<file path="config.mk">
export PLATFORM = sky130hd
export DESIGN_NAME = lcd_refresh_scheduler
export DESIGN_NICKNAME = d
export VERILOG_FILES = /design/src/rtl/lcd_refresh_scheduler.sv
export SDC_FILE = /design/constraint.sdc
export NUM_CORES = 1
export LEC_CHECK = 0
export CELL_PAD_IN_SITES_DETAIL_PLACEMENT = 0
export CELL_PAD_IN_SITES_GLOBAL_PLACEMENT = 1
export CORE_UTILIZATION = 35
export CTS_BUF_LIST = sky130_fd_sc_hd__clkbuf_8
export CTS_CLUSTER_SIZE = 14
export DETAILED_ROUTE_END_ITERATION = 16
export PLACE_DENSITY_LB_ADDON = 0.1
export REMOVE_ABC_BUFFERS = 1
export SKIP_LAST_GASP = 1
export SLEW_MARGIN = 20
export SYNTH_ARGS = -nofsm -noshare
export SYNTH_HDL_FRONTEND = slang
export SYNTH_SLANG_ARGS = --single-unit
</file>
<file path="constraint.sdc">
create_clock -name clk -period 7.4 [get_ports clk]
set_clock_uncertainty 0.15 [all_clocks]
set_input_delay 0.74 -clock clk [delete_from_list [all_inputs] [get_ports clk]]
set_output_delay 0.74 -clock clk [all_outputs]
set_load 0.02 [all_outputs]
</file>
<file path="src/rtl/lcd_refresh_scheduler.sv">
// lcd_refresh_scheduler
// Merges the per-second tick and the dispenser event refresh requests for the
// LCD1602 controller. It snapshots all display fields at grant, pulses a start,
// follows the busy handshake and then enforces a minimum gap. Events may cut
// the gap short; ticks never do.
// Optional handshake watchdog: define LCD_REFRESH_WATCHDOG_EN.
//
// state     | meaning
// ----------+---------------------------------------------------------------
// IDLE      | nothing in flight, waiting for a pending request
// GRANT     | snapshot loaded, start pulse high, pending flags cleared
// WAIT_ACK  | waiting for the controller to raise busy
// WAIT_DONE | controller writing, waiting for busy to fall
// GAP       | rate-limit gap after a refresh; a pending event jumps to GRANT
module lcd_refresh_scheduler #(
    parameter int MIN_GAP_CYCLES = 800_000,
    parameter int TIMEOUT_CYCLES = 5_000_000,
    parameter int DATA_BITS      = 8
) (
    input  logic                 clk,
    input  logic                 reset,
    input  logic                 tick_i,
    input  logic [DATA_BITS-1:0] hours_i,
    input  logic [DATA_BITS-1:0] minutes_i,
    input  logic [DATA_BITS-1:0] seconds_i,
    input  logic                 feed_evt_i,
    input  logic [DATA_BITS-1:0] porciones_i,
    input  logic                 lcd_busy_i,
    output logic                 lcd_start_o,
    output logic [DATA_BITS-1:0] time_hours_o,
    output logic [DATA_BITS-1:0] time_minutes_o,
    output logic [DATA_BITS-1:0] time_seconds_o,
    output logic [DATA_BITS-1:0] porciones_o,
    output logic                 src_o,
    output logic [7:0]           drop_cnt_o,
    output logic                 timeout_o
);

    typedef enum logic [2:0] {
        S_IDLE,
        S_GRANT,
        S_WAIT_ACK,
        S_WAIT_DONE,
        S_GAP
    } state_t;

    // Gap timer is a down-counter loaded on GAP entry; GAP lasts MIN_GAP_CYCLES cycles.
    localparam int GAP_W = (MIN_GAP_CYCLES > 1) ? $clog2(MIN_GAP_CYCLES) : 1;
    localparam logic [GAP_W-1:0] GAP_LOAD = GAP_W'(MIN_GAP_CYCLES - 1);

    state_t               state_q, state_d;
    logic [GAP_W-1:0]     gap_cnt_q, gap_cnt_d;
    logic                 pend_tick_q, pend_tick_d;
    logic                 pend_evt_q, pend_evt_d;
    logic [7:0]           drop_cnt_q, drop_cnt_d;
    logic                 start_q, start_d;
    logic                 src_q, src_d;
    logic [DATA_BITS-1:0] hours_q, hours_d;
    logic [DATA_BITS-1:0] minutes_q, minutes_d;
    logic [DATA_BITS-1:0] seconds_q, seconds_d;
    logic [DATA_BITS-1:0] porciones_q, porciones_d;

    logic grant;
    logic clr_flags;
    logic wd_fire;

    // Snapshot, start and src are all loaded on the edge that enters GRANT,
    // so the start pulse and the new snapshot appear together.
    assign grant     = (state_d == S_GRANT);
    assign clr_flags = (state_q == S_GRANT);

`ifdef LCD_REFRESH_WATCHDOG_EN
    localparam int WD_W = (TIMEOUT_CYCLES > 1) ? $clog2(TIMEOUT_CYCLES) : 1;
    localparam logic [WD_W-1:0] WD_LOAD = WD_W'(TIMEOUT_CYCLES - 1);

    logic [WD_W-1:0] wd_cnt_q, wd_cnt_d;
    logic            timeout_q, timeout_d;
    logic            stalled;

    // Only a handshake that is still waiting can time out.
    assign stalled = ((state_q == S_WAIT_ACK) && !lcd_busy_i) ||
                     ((state_q == S_WAIT_DONE) && lcd_busy_i);
    assign wd_fire = stalled && (wd_cnt_q == '0);

    // Watchdog down-counter, reloaded on every entry to a handshake state.
    always_comb begin
        wd_cnt_d  = wd_cnt_q;
        timeout_d = timeout_q | wd_fire;
        if ((state_d != state_q) && ((state_d == S_WAIT_ACK) || (state_d == S_WAIT_DONE))) begin
            wd_cnt_d = WD_LOAD;
        end else if (((state_q == S_WAIT_ACK) || (state_q == S_WAIT_DONE)) && (wd_cnt_q != '0)) begin
            wd_cnt_d = wd_cnt_q - 1'b1;
        end
    end

    // Watchdog registers.
    always_ff @(posedge clk or posedge reset) begin
        if (reset) begin
            wd_cnt_q  <= '0;
            timeout_q <= 1'b0;
        end else begin
            wd_cnt_q  <= wd_cnt_d;
            timeout_q <= timeout_d;
        end
    end

    assign timeout_o = timeout_q;
`else
    // Keeps the timeout parameter referenced in builds without the watchdog.
    logic unused_timeout_cfg;
    assign unused_timeout_cfg = (TIMEOUT_CYCLES > 0);
    assign wd_fire   = 1'b0;
    assign timeout_o = 1'b0;
`endif

    // Next-state logic and gap timer.
    always_comb begin
        state_d   = state_q;
        gap_cnt_d = gap_cnt_q;
        case (state_q)
            S_IDLE: begin
                if (pend_tick_q || pend_evt_q) state_d = S_GRANT;
            end
            S_GRANT: begin
                state_d = S_WAIT_ACK;
            end
            S_WAIT_ACK: begin
                if (lcd_busy_i)   state_d = S_WAIT_DONE;
                else if (wd_fire) state_d = S_GAP;
            end
            S_WAIT_DONE: begin
                if (!lcd_busy_i || wd_fire) state_d = S_GAP;
            end
            S_GAP: begin
                if (pend_evt_q)             state_d = S_GRANT;
                else if (gap_cnt_q == '0)   state_d = S_IDLE;
                else                        gap_cnt_d = gap_cnt_q - 1'b1;
            end
            default: begin
                state_d = S_IDLE;
            end
        endcase
        if ((state_d == S_GAP) && (state_q != S_GAP)) gap_cnt_d = GAP_LOAD;
    end

    // Request flags, drop counter and grant-time snapshot.
    always_comb begin
        pend_tick_d = tick_i | (pend_tick_q & ~clr_flags);
        pend_evt_d  = feed_evt_i | (pend_evt_q & ~clr_flags);
        drop_cnt_d  = drop_cnt_q;
        // A tick landing on the grant cycle stays pending, so it is not a drop.
        if (tick_i && pend_tick_q && !clr_flags && (drop_cnt_q != 8'hFF)) begin
            drop_cnt_d = drop_cnt_q + 8'd1;
        end
        start_d     = grant;
        src_d       = src_q;
        hours_d     = hours_q;
        minutes_d   = minutes_q;
        seconds_d   = seconds_q;
        porciones_d = porciones_q;
        if (grant) begin
            src_d       = pend_evt_q;
            hours_d     = hours_i;
            minutes_d   = minutes_i;
            seconds_d   = seconds_i;
            porciones_d = porciones_i;
        end
    end

    // State and datapath registers.
    always_ff @(posedge clk or posedge reset) begin
        if (reset) begin
            state_q     <= S_IDLE;
            gap_cnt_q   <= '0;
            pend_tick_q <= 1'b0;
            pend_evt_q  <= 1'b0;
            drop_cnt_q  <= 8'd0;
            start_q     <= 1'b0;
            src_q       <= 1'b0;
            hours_q     <= '0;
            minutes_q   <= '0;
            seconds_q   <= '0;
            porciones_q <= '0;
        end else begin
            state_q     <= state_d;
            gap_cnt_q   <= gap_cnt_d;
            pend_tick_q <= pend_tick_d;
            pend_evt_q  <= pend_evt_d;
            drop_cnt_q  <= drop_cnt_d;
            start_q     <= start_d;
            src_q       <= src_d;
            hours_q     <= hours_d;
            minutes_q   <= minutes_d;
            seconds_q   <= seconds_d;
            porciones_q <= porciones_d;
        end
    end

    assign lcd_start_o    = start_q;
    assign src_o          = src_q;
    assign drop_cnt_o     = drop_cnt_q;
    assign time_hours_o   = hours_q;
    assign time_minutes_o = minutes_q;
    assign time_seconds_o = seconds_q;
    assign porciones_o    = porciones_q;

endmodule

</file>
==> results of run 1 <==
[layout by cell type, fill, tap and decap left out, types with 2 or more instances in the layout]
cell type | Yosys | layout
clkdlybuf4s50_1 | 0 | 78
dfrtp_1 | 67 | 67
mux2_2 | 33 | 33
nor2_1 | 12 | 12
or4_1 | 10 | 10
nor4_1 | 9 | 9
nand2_1 | 9 | 9
clkbuf_8 | 0 | 9
nand3_1 | 7 | 7
nor3_1 | 7 | 7
xor2_1 | 7 | 7
o21ai_0 | 7 | 7
mux2i_1 | 7 | 7
o31ai_1 | 6 | 6
inv_1 | 5 | 6
a21oi_1 | 4 | 4
or3_1 | 4 | 4
o211ai_1 | 4 | 4
buf_4 | 1 | 4
nand4_1 | 3 | 3
nand2b_1 | 3 | 3
or3b_2 | 2 | 2
or2_2 | 2 | 2
nor4b_1 | 2 | 2
o41ai_1 | 2 | 2
or3b_1 | 2 | 2
a21o_1 | 2 | 2
ha_1 | 2 | 2
bufinv_16 | 0 | 2
clkinv_2 | 0 | 2
[state kept, by name, summed over array words and instances, names as in the netlist]
signal and flops:
lcd_start_o 1, pend_tick_q 1, time_minutes_o 8, state_q 3, gap_cnt_q 20, src_o 1
pend_evt_q 1, drop_cnt_o 8, porciones_o 8, time_hours_o 8, time_seconds_o 8
[cells by family (layout without fill, tap and decap cells)]
family                     count (synthesis)  count (layout)
buffers and inverters                     14             103
xor gates and xnor gates                   7               7
and+or+nand+nor                           81              81
adders and majority gates                  2               2
AOI/OAI and AO/OA                         31              31
muxes                                     40              40
DFF                                       67              67
other                                      1               1
[how the worst min path moves through the flow]
stage | to | slack [ns] | cells past startpoint
after floorplan | gap_cnt_q[15] | 0.31 | 1
after global placement | drop_cnt_o[5] | 0.33 | 1
after detailed placement | src_o | 0.33 | 1
after CTS | drop_cnt_o[5] | 0.34 | 1
after global routing | time_hours_o[0] | 0.37 | 1
final | drop_cnt_o[5] | 0.34 | 1
[area by class of cell]
class	instances	area (µm²)	share of cell area (%)
Tap cell	105	131.4	3.220
Clock inverter	7	85.08	2.085
Multi-Input combinational cell	162	1234	30.24
Sequential cell	67	1677	41.09
Inverter	5	18.77	0.4600
Clock buffer	9	123.9	3.036
Timing Repair Buffer	82	810.8	19.87
[per-stage QoR]
stage / hold slack (ns) / total power, µW / cell area, µm²
global placement: 0.3289 / 1248 / 3871
finish: 0.3352 / 1561 / 4080
global route: 0.3687 / 1656 / 4080
floorplan: 0.3098 / 949.6 / 2925
CTS: 0.3438 / 1587 / 4080
detailed placement: 0.3320 / 1260 / 3871
[power by group through the flow]
stage | clock (µW) | sequential [µW] | combinational (µW)
floorplan | 0 | 717 | 232
global placement | 0 | 578 | 671
detailed placement | 0 | 586 | 674
CTS | 332 | 579 | 676
global route | 350 | 597 | 710
finish | 320 | 576 | 665
[per-layer routing]
layer	share of wire, %	wire length [µm]
met1	48	3070
met2	46	2930
met3	4.9	316
met4	1.4	89
met5	0	0
==> flow_summary.yaml, run 1 <==
setup_path:
  cp.required_ns: 7.47
  cpMaxStageDelayCell: "or4b_1"
  rr_worst_depth: 4
  crit_end: "gap_cnt_q[15]"
  reg2reg_slack_ns: 4.69
  path_common_cell: "or4_1"
  arrival_ns: 2.78
  cp_max_fo: 10
  crit_buf_inv: 0
  worstPathCellList: "or4b_1, or4_1, or4_1, mux2i_1"
  path_class: "flip-flop to flip-flop"
  setup.worst_path.start: "state_q[0]"
  start_kind: "flip-flop"
  crit_path_max_incr_delay_ns: 0.71
  worstReg2RegStart: "state_q[0]"
  path_delay_family: "simple AND/OR/NAND/NOR gates"
  r2r_end: "gap_cnt_q[15]"
  crit_path_end_kind: "flip-flop"
  cp.depth: 4
cells_and_area:
  num-nets-final: 366
  syn_to_final_growth_pct: 37.54
  post_route_cells_drive_above_1_share_pct: 17.17
  n_antenna_cell: 0
  num-fill-cells: 760
  layout.cells.non_filler: 437
  final_core_util_pct: 49.66
sta:
  rsz0062_at_grt: "false"
  worstMarginPinSlew_ns: 0.9148
  finalHoldViolCount: 0
  drv_slew: 0
  slew_headroom_pct: 39.00
  period_share_pct: 36.58
  fin_ws_ns: 4.693
  setup_viol: 0
  setup_tns_ns: 0
  max_freq_mhz: 369.5
  fin_crit_ns: 2.707
floorplan:
  coreArea_um2: 8217
  die_y_um: 94.07
  start_util_pct: 36.10
  die-area_um2: 8848
  die_width_um: 94.07
  io_pins: 80
  rows: 33
synth:
  synth_area_per_cell_um2: 12.21
  yosys-top-cells-count: "dfrtp_1, mux2_2, nor2_1, or4_1"
  ys_seq_area_share_pct: 56.52
  synth_top_area_share_pct: 56.52
  synth_edf_count: 0
  yosys.area.top_type: "dfrtp_1"
  synthCells: 243
  synth-simple-area-share_pct: 16.41
  synth-xor-area-share_pct: 2.067
  synth_area_leaders: "dfrtp_1, mux2_2, or4_1"
  yosys_warnings: 0
  synthArstFlopShare_pct: 100.0
  ys.flop_type: "dfrtp_1"
  synth.most_common_cell: "dfrtp_1"
  synth_cell_types: 45
  synth_seq_cells: 67
  netlist_area_um2: 2967
  synth_mux_area_share_pct: 14.89
  synth_compound_area_share_pct: 7.128
  synth_adder_area_share_pct: 0.8435
  synth_top_family_by_area: "simple AND/OR/NAND/NOR gates"
clock_tree:
  path_clk_slew_ns: 0.08
  post-cts-setup-buffers: 0
  cts_max_level: 3
  clk_latency_ns: 0.33
  clock_sinks: 67
  clk_path_buf_depth: 2
  cts_made_buffers: 9
  cts_root_buf: "clkbuf_8"
  cts_resized: 0
  cts_tree: "done"
  postCtsHoldBufs: 0
global_routing:
  antenna_found_initial: 0
  grt_overflow: 0
  use_met1_pct: 21.28
  grt_use_met2_pct: 23.72
  grt-busiest-layer: "met2"
  grt_pass1_vias: 2126
  grt_max_degree: 68
  use_met3_pct: 4.126
  grt_pass1_wl_mm: 10.56
  grt_use_total_pct: 15.57
detailed_routing:
  avgViaCountPerCell: 4.975
  detail-route-antenna-nets: 0
  wl_per_cell_um: 14.66
  drtPass1Iterations: 4
  drc: 0
  drt_iter0_markers: 88
  vias: 2174
  drt_wl_total_mm: 6.406
power:
  seqPwrFrac_pct: 36.9
  p_comb_share_pct: 42.6
  power_frac_clock_pct: 20.5
  pwr_density_cell_nw_per_um2: 382.7
  p_leak_uw: 0.001659
  p_int_uw: 1037
  irDropWorstVdd_mv: 0.1557
  p_sw_uw: 524.7
  swShare_pct: 33.61
place:
  dp_hpwl_mm: 4.489
  numPortBuffers: 78
  placedCellCount: 421
  gp_congestion: 0.7999
  preCtsSetupSlack_ns: 4.703
hold_path:
  worstHoldStart: "drop_cnt_o[5]"
  min_path_type: "flip-flop to flip-flop"
run_status:
  status: "completed"
job:
  drv_cap: 0
No activity file was read; power rests on OpenSTA's default activity.
==> inputs of run 2 (changes only) <==
==> constraint.sdc (replaced) <==
create_clock -name clk -period 2.5 [get_ports clk]
set_clock_uncertainty 0.15 [all_clocks]
set_input_delay 0.25 -clock clk [delete_from_list [all_inputs] [get_ports clk]]
set_output_delay 0.25 -clock clk [all_outputs]
set_load 0.02 [all_outputs]
==> run 2 against run 1 <==
Effect of this change:
- non-clock buffer count grew 18
- global-route usage rose by 0.23 points
- first-iteration DRC count rose by 4.5%
- die area is the same
- critical path depth grew 2
- maximum frequency rose by 9.3%
- sequential power grew to 2.9 times the previous value
- combinational power increased to 3.1 times the previous value
- via count grew 3.6%
- cell count is 3.7% higher
- final area up 4.2%
- critical endpoint is now gap_cnt_q[16]
==> flow_summary.yaml, run 2 (same netlist as run 1, synthesis figures left out) <==
run_status:
  status: "completed"
sta:
  period_share_pct: 99.08
  drv_slew: 0
  max_freq_mhz: 403.7
  worstMarginPinSlew_ns: 0.5455
  fin_crit_ns: 2.477
  hold_ws_ns: 0.1532
  finalHoldViolCount: 0
  fin_ws_ns: 0.02292
  rsz0062_at_grt: "true"
  slew_headroom_pct: 63.36
  setup_viol: 0
clock_tree:
  cts_max_level: 3
  clk_latency_ns: 0.34
  postCtsHoldBufs: 0
  clock_sinks: 67
  cts_root_buf: "clkbuf_8"
  cts_tree: "done"
  clk_path_buf_depth: 2
  cts_made_buffers: 9
  path_clk_slew_ns: 0.07
power:
  p_leak_uw: 0.001744
  pwr_density_cell_nw_per_um2: 1093
  irDropWorstVdd_mv: 0.4230
cells_and_area:
  final_cell_mix: "clkdlybuf4s50_1, dfrtp_1, mux2_2"
  largest_register_ffs: 20
  regMostFlops: "gap_cnt_q"
  num-nets-final: 384
  final_common_cell: "clkdlybuf4s50_1"
  layout.cells.non_filler: 453
  final_core_util_pct: 51.76
  post_route_cells_drive_above_1_share_pct: 23.85
  n_antenna_cell: 0
  num-fill-cells: 733
  syn_to_final_growth_pct: 43.36
global_routing:
  antenna_found_initial: 0
  grt_overflow: 0
  grt_pass1_wl_mm: 10.56
  grt_use_total_pct: 15.80
  grt_max_degree: 68
  grt_pass1_vias: 2124
floorplan:
  die_width_um: 94.07
  coreArea_um2: 8217
  die_y_um: 94.07
  rows: 33
  io_pins: 80
  start_util_pct: 36.10
  die-area_um2: 8848
setup_path:
  cp.required_ns: 2.62
  arrival_ns: 2.60
  start_kind: "flip-flop"
  worstReg2RegStart: "gap_cnt_q[0]"
  setup.worst_path.start: "gap_cnt_q[0]"
  r2r_end: "gap_cnt_q[16]"
  crit_end: "gap_cnt_q[16]"
  reg2reg_slack_ns: 0.02
  crit_path_end_kind: "flip-flop"
  path_class: "flip-flop to flip-flop"
  rr_worst_depth: 6
  cp_max_fo: 5
detailed_routing:
  drt_iter0_markers: 92
  topRoutingLayerUsed: "met4"
  route.met3.wl_um: 303
  drc: 0
  vias: 2252
  drt_wl_total_mm: 6.640
  wl_met2_mm: 3.097
  met1_length_mm: 3.171
  avgViaCountPerCell: 4.971
  drtPass1Iterations: 4
  detail-route-antenna-nets: 0
  wl_per_cell_um: 14.66
hold_path:
  min_path_type: "input pin to async pin"
job:
  drv_cap: 0
place:
  dp_hpwl_mm: 4.502
  numPortBuffers: 78
  gp_congestion: 0.7645
  placedCellCount: 438
  preCtsSetupSlack_ns: -0.02326
==> run 2: changes by cell type in the layout (fill, tap and decap cells not counted), sizes merged <==
cell | previous run | this run
clkinvlp | 1 | 0
buf | 4 | 22
clkinv | 2 | 1
clkbuf | 9 | 12
inv | 7 | 5
bufinv | 2 | 1
==> run 2: through the flow <==
stage	setup TNS (ns)	total power (µW)	cell area, µm²
6_report	0	4647	4253
5_1_grt	-0.05860	4925	4253
4_1_cts	-0.01657	4699	4219
3_5_place_dp	-0.05304	3762	4011
3_3_place_gp	0	3739	4011
2_1_floorplan	-8.502	2811	2925
==> run 2: area by class of cell <==
| type | instances | area [µm²] | share of cell area, % |
|---|---|---|---|
| Clock buffer | 12 | 165.2 | 3.883 |
| Clock inverter | 2 | 35.03 | 0.8238 |
| Inverter | 5 | 18.77 | 0.4413 |
| Multi-Input combinational cell | 162 | 1267 | 29.80 |
| Sequential cell | 67 | 1677 | 39.42 |
| Tap cell | 105 | 131.4 | 3.089 |
| Timing Repair Buffer | 100 | 958.4 | 22.54 |
==> run 2: how the worst min path moves through the flow <==
stage	from	endpoint	slack (ns)
3_3_place_gp	drop_cnt_o[5]	drop_cnt_o[5]	0.33
6_report	reset	time_seconds_o[3]	0.15
3_5_place_dp	drop_cnt_o[7]	drop_cnt_o[7]	0.34
4_1_cts	reset	time_hours_o[3]	0.16
5_1_grt	reset	time_seconds_o[2]	0.18
2_1_floorplan	feed_evt_i	pend_evt_q	0.19
==> run 2: where the power goes <==
group / internal [µW] / switching [µW] / total, µW / leakage [µW]
combinational: 1090 / 951 / 2040 / 0.000874
sequential: 1470 / 214 / 1680 / 0.000766
clock: 530 / 392 / 922 / 0.000104
==> run 2: what timing repair did <==
action / CTS / global route
endpoints found under the setup margin: 5 / 7
pin swaps: 0 / 3
buffers inserted: 0 / 1
endpoints found under the hold margin: 0 / 0
cloned: 0 / 0
gates resized for setup: 2 / 7
==> run 2: routing by layer <==
layer / up-vias / global-route usage [%]
met5: - / 0
li1: 1104 / -
met2: 58 / 23.30
met4: 0 / 7.564
met3: 7 / 3.722
met1: 1083 / 21.79
==> run 2: critical path, cell delays in order, from the launching register on <==
cell and delay (ns):
dfrtp_1 0.40, inv_1 0.07, ha_2 0.18, or3b_4 0.38, or4_4 0.56, or4_4 0.53
a21oi_2 0.13
==> RTL edit 1 (config.mk and constraints of run 2) <==
The output `lcd_start_o` loses its register stage (`start_q` becomes a continuous assignment).
--- a/src/rtl/lcd_refresh_scheduler.sv
+++ b/src/rtl/lcd_refresh_scheduler.sv
@@ -176,5 +176,4 @@
             pend_evt_q  <= 1'b0;
             drop_cnt_q  <= 8'd0;
-            start_q     <= 1'b0;
             src_q       <= 1'b0;
             hours_q     <= '0;
@@ -188,5 +187,4 @@
             pend_evt_q  <= pend_evt_d;
             drop_cnt_q  <= drop_cnt_d;
-            start_q     <= start_d;
             src_q       <= src_d;
             hours_q     <= hours_d;
@@ -196,4 +194,6 @@
         end
     end
+
+    assign start_q = start_d;
 
     assign lcd_start_o    = start_q;
Formal check against the unedited RTL: not equivalent (a bounded check fails within 4 cycles, from zero or initial values and one cycle with reset high).
==> RTL edit 1 against run 2 <==
  * Sequential cell count fell by 1
  * Critical path depth fell by 2
  * Area after synthesis fell by 0.84%
  * Via count rose by 2.7%
  * Worst setup slack improved by 0.046 ns
  * Total power fell by 0.29%
  * Cell area fell by 0.88%
  * Critical path type unchanged
  * Largest cell class unchanged
  * Synthesized cell count fell by 0.41%
  * Wire length rose by 3.6%
  * Global-route usage rose by 0.86 points
  * Count of clock-buffer cells in the layout did not move
  * Fmax rose by 1.9%
==> RTL edit 1: results (changes against run 2) <==
Detailed routing:
- The final routed wirelength across all metal layers came to 6.88 mm (was 6.64 mm).
- The detailed-route vias per instance is 5.12 (was 4.97).
- The initial detailed-routing violation count was 66 (was 92).

Synthesis:
- The number of distinct library cells after synthesis is 45 (unchanged).
- Cell types with the largest area share after synthesis: sky130_fd_sc_hd__dfrtp_1 (56%), sky130_fd_sc_hd__mux2_2 (13%), sky130_fd_sc_hd__or4_1 (2.6%) (was sky130_fd_sc_hd__dfrtp_1 (57%), sky130_fd_sc_hd__mux2_2 (13%), sky130_fd_sc_hd__or4_1 (2.5%)).
- Commonest cells in the synthesized netlist: sky130_fd_sc_hd__dfrtp_1 (66), sky130_fd_sc_hd__mux2_2 (33), sky130_fd_sc_hd__nor2_1 (12) (was sky130_fd_sc_hd__dfrtp_1 (67), sky130_fd_sc_hd__mux2_2 (33), sky130_fd_sc_hd__nor2_1 (12)).
- The share of flip-flops with an asynchronous set or reset after synthesis is 100% (unchanged).
- The sequential-to-total area share from yosys stat is 56.1% (was 56.5%).
- The synthesized instance count is 242 (was 243).

Placement:
- The number of buffer cells added on primary ports is 78 (unchanged).
- The post-place instance area is 3990 um2 (was 4010 um2).
- The HPWL reported at the end of detailed placement is 4.95 mm (was 4.50 mm).
- The number of placed instances with taps included is 437 (was 438).
- The final weighted congestion of routability-driven global placement is 0.796 (was 0.765).

Power and ir drop:
- The largest voltage drop on the vdd net is 0.451 mV (was 0.423 mV).
- The static leakage power is 1.74 nW (about the same).

Layout:
- The post-layout net count was 382 (was 384).
- The share of post-route cells with drive strength above 1 is 22.8% (was 23.9%).
- The count of placed standard cells in the final layout, fillers left out is 452 (was 453).
- The total inserted antenna cells came to 0 (unchanged).
- The filler cell count in the final layout was 752 (was 733).

Critical path:
- The cell family contributing the most delay on the critical path is simple AND/OR/NAND/NOR gates (unchanged).
- The cell type of the slowest stage on the worst timing path was sky130_fd_sc_hd__or4b_1 (was sky130_fd_sc_hd__or4_4).
- The worst path arrival time is 2.51 ns (was 2.60 ns).
- The maximum single-stage delay on the critical path is 0.59 ns (was 0.56 ns).
- The highest net fanout along the worst path is 7 (was 5).

Global route:
- The via count of the first global-routing pass was 2257 (was 2124).
- The pin count of the biggest net entering global routing was 35 (was 68).
- The global-route wire length before repair came to 11.1 mm (was 10.6 mm).
- The global-route usage over all layers was 16.7% (was 15.8%).

STA:
- The max-slew headroom at the worst pin came to 59.6% (was 63.4%).

Outcome:
- Run status: finished clean (unchanged).

Clock network:
- The deepest clock path buffer count was 2 (unchanged).
- The number of clock buffers inserted by TritonCTS is 9 (unchanged).
RTL edit 1: cell count changes after synthesis:
cell	delta
sky130_fd_sc_hd__dfrtp_1	-1
RTL edit 1: what timing repair did:
item / in CTS / in global routing
buffers inserted: 0 / 0
gates resized for setup: 1 / 5
setup endpoints to repair: 3 / 8
RTL edit 1: final cells by class:
class	instances	area [um2]	area share, %
Clock inverter	3	38.8	0.920
Inverter	5	18.8	0.445
Sequential cell	66	1650	39.2
Tap cell	105	131	3.12
Multi-Input combinational cell	162	1260	29.9
Timing Repair Buffer	99	951	22.6
Clock buffer	12	165	3.92
RTL edit 1: logic make-up after synthesis:
family / after synthesis / synth area share [%]
compound gates: 31 / 7.19
xor+xnor: 7 / 2.08
buf+inv: 14 / 2.04
flops: 66 / 56.1
fa+ha+maj: 2 / 0.851
other cells: 1 / 0.127
simple gates: 81 / 16.5
mux: 40 / 15.0
RTL edit 1: through the flow:
stage,hold WS (ns),worst slack (ns),TNS [ns],total power [mW]
6_report,0.165,0.0691,0,4.63
3_5_place_dp,0.339,-0.0450,-0.0957,3.76
2_1_floorplan,0.192,-0.356,-8.86,2.78
5_1_grt,0.190,0.00328,0,4.90
4_1_cts,0.170,0.0250,0,4.70
3_3_place_gp,0.335,-0.0118,-0.0304,3.73
RTL edit 1: path summary, 6_finish.rpt:
check	start	endpoint	slack (ns)	depth (start not counted)
setup reg to reg	state_q[0]	gap_cnt_q[17]	0.07	4
hold reg to reg	gap_cnt_q[15]	gap_cnt_q[15]	0.35	1
hold / removal	reset	time_seconds_o[1]	0.16	2
setup / recovery	state_q[0]	gap_cnt_q[17]	0.07	4
min in group clk	gap_cnt_q[15]	gap_cnt_q[15]	0.35	1
max in group asynchronous	reset	porciones_o[1]	1.45	3
RTL edit 1: worst reg2reg max path, delay by kind of cell (launching register included):
family	cells	cell delay (ns)
AND/OR/NAND/NOR	3	1.67
multiplexers	1	0.14
flip-flops	1	0.38
RTL edit 1: power by group:
| part | switching (mW) | internal [mW] |
|---|---|---|
| logic | 0.962 | 1.09 |
| registers | 0.215 | 1.44 |
| clock network | 0.393 | 0.532 |
| total | 1.57 | 3.06 |
RTL edit 1: routing by layer:
layer / routed length (um) / vias up / track usage (%) / share of wire [%]
met3: 375 / 8 / 3.72 / 5.4
met2: 3370 / 58 / 27.0 / 49
met1: 3040 / 1142 / 21.2 / 44
met5: 0 / - / 0 / 0
li1: - / 1105 / - / -
met4: 92 / 0 / 7.69 / 1.3
==> RTL edit 2 (settings of run 2) <==
Made on the original files. Add a define of `LCD_REFRESH_WATCHDOG_EN`.
--- a/src/rtl/lcd_refresh_scheduler.sv
+++ b/src/rtl/lcd_refresh_scheduler.sv
@@ -13,4 +13,6 @@
 // WAIT_DONE | controller writing, waiting for busy to fall
 // GAP       | rate-limit gap after a refresh; a pending event jumps to GRANT
+`define LCD_REFRESH_WATCHDOG_EN
+
 module lcd_refresh_scheduler #(
     parameter int MIN_GAP_CYCLES = 800_000,
Function: no difference found for any inputs over 10 cycles, from zero or initial values and one cycle with reset high; that may be too few to reach the edited logic, so the function may still have changed.
==> RTL edit 2 against run 2 <==
  * Count of clock-buffer cells in the layout decreased by 3
  * Largest power group unchanged
  * Fmax up 1.2%
  * Wire length up 57%
  * First-iteration DRC count up 130%
  * Sequential cell count increased by 24
  * Largest cell class unchanged
  * Die area rose by 46%
  * Non-clock buffer count grew 7
  * Worst setup slack better by 0.029 ns
  * Total power up 22%
  * Area after synthesis is 47% higher
  * Cell area increased by 36%
  * Highest routed layer unchanged
==> RTL edit 2: results (changes against run 2) <==
Die:
- The row count is 40 (was 33).

Power and ir drop:
- The largest voltage drop on the vdd net is 0.495 mV (was 0.423 mV).
- The combinational-cell power consumption is 2.35 mW (was 2.04 mW).
- The total internal power came to 3.56 mW (was 3.09 mW).
- The total power divided by cell area is 979 nW/um2 (was 1090 nW/um2).

Critical path:
- The reg-to-reg setup timing slack is 0.05 ns (was 0.02 ns).
- The maximum single-stage delay on the critical path is 0.62 ns (was 0.56 ns).

Global route:
- The global-route usage over all layers was 17.3% (was 15.8%).
- The met2 capacity usage during global routing is 28.6% (was 23.3%).
- The global-route met3 utilization came to 3.35% (was 3.72%).

Synthesis:
- The xor/xnor share of the synthesized area is 5.61% (was 2.07%).
- Cell types with the largest area share after synthesis: sky130_fd_sc_hd__dfrtp_1 (52%), sky130_fd_sc_hd__nand2_1 (10%), sky130_fd_sc_hd__xnor2_1 (2.8%) (was sky130_fd_sc_hd__dfrtp_1 (57%), sky130_fd_sc_hd__mux2_2 (13%), sky130_fd_sc_hd__or4_1 (2.5%)).
- The complex-gate fraction of the synthesized area is 10.8% (was 7.13%).

Detailed routing:
- The initial detailed-routing violation count came to 213 (was 92).
- The wire length the detailed router placed on met1 came to 4.81 mm (was 3.17 mm).
- The detailed-route vias per instance came to 5.01 (was 4.97).
- The met2 routed wirelength came to 5.14 mm (was 3.10 mm).
- The total via count in the routed design was 3613 (was 2252).

Placement:
- The HPWL reported at the end of detailed placement is 7.20 mm (was 4.50 mm).
- The number of buffer cells added on primary ports is 79 (was 78).
- The number of placed instances with taps included is 703 (was 438).
- The final weighted congestion of routability-driven global placement came to 0.755 (was 0.765).
- The worst slack at placement was -0.0204 ns (was -0.0233 ns).

Layout:
- The layout clock buffer count is 9 (was 12).
- The post-layout net count came to 589 (was 384).
- The filler cell count in the final layout is 1197 (was 733).
- The multi-input combinational gate total is 332 (was 162).

Outcome:
- Run status: finished clean (unchanged).

STA:
- The clock period minus final worst setup slack is 2.45 ns (was 2.48 ns).
-- RTL edit 2: changes by cell type after synthesis, moves of 6 or more --
cell,before,now
sky130_fd_sc_hd__nand2b_1,3,10
sky130_fd_sc_hd__clkbuf_1,5,13
sky130_fd_sc_hd__xor2_1,7,14
sky130_fd_sc_hd__nor2_1,12,18
sky130_fd_sc_hd__o211ai_1,4,10
sky130_fd_sc_hd__xnor2_1,0,14
sky130_fd_sc_hd__mux2i_1,7,1
sky130_fd_sc_hd__mux2_2,33,2
sky130_fd_sc_hd__nand2_1,9,121
sky130_fd_sc_hd__dfrtp_1,67,91
-- RTL edit 2: kinds of logic after synthesis --
group,after synthesis
and+or+nand+nor,234
DFF,91
AOI/OAI and AO/OA,62
xor gates and xnor gates,28
buffers and inverters,24
adders and majority gates,4
muxes,3
-- RTL edit 2: what timing repair did --
item,in CTS,in global routing
setup endpoints to repair,12,25
gates resized for setup,3,3
buffers inserted,0,1
hold endpoints to repair,0,0
pin swaps,1,4
gates cloned,1,0
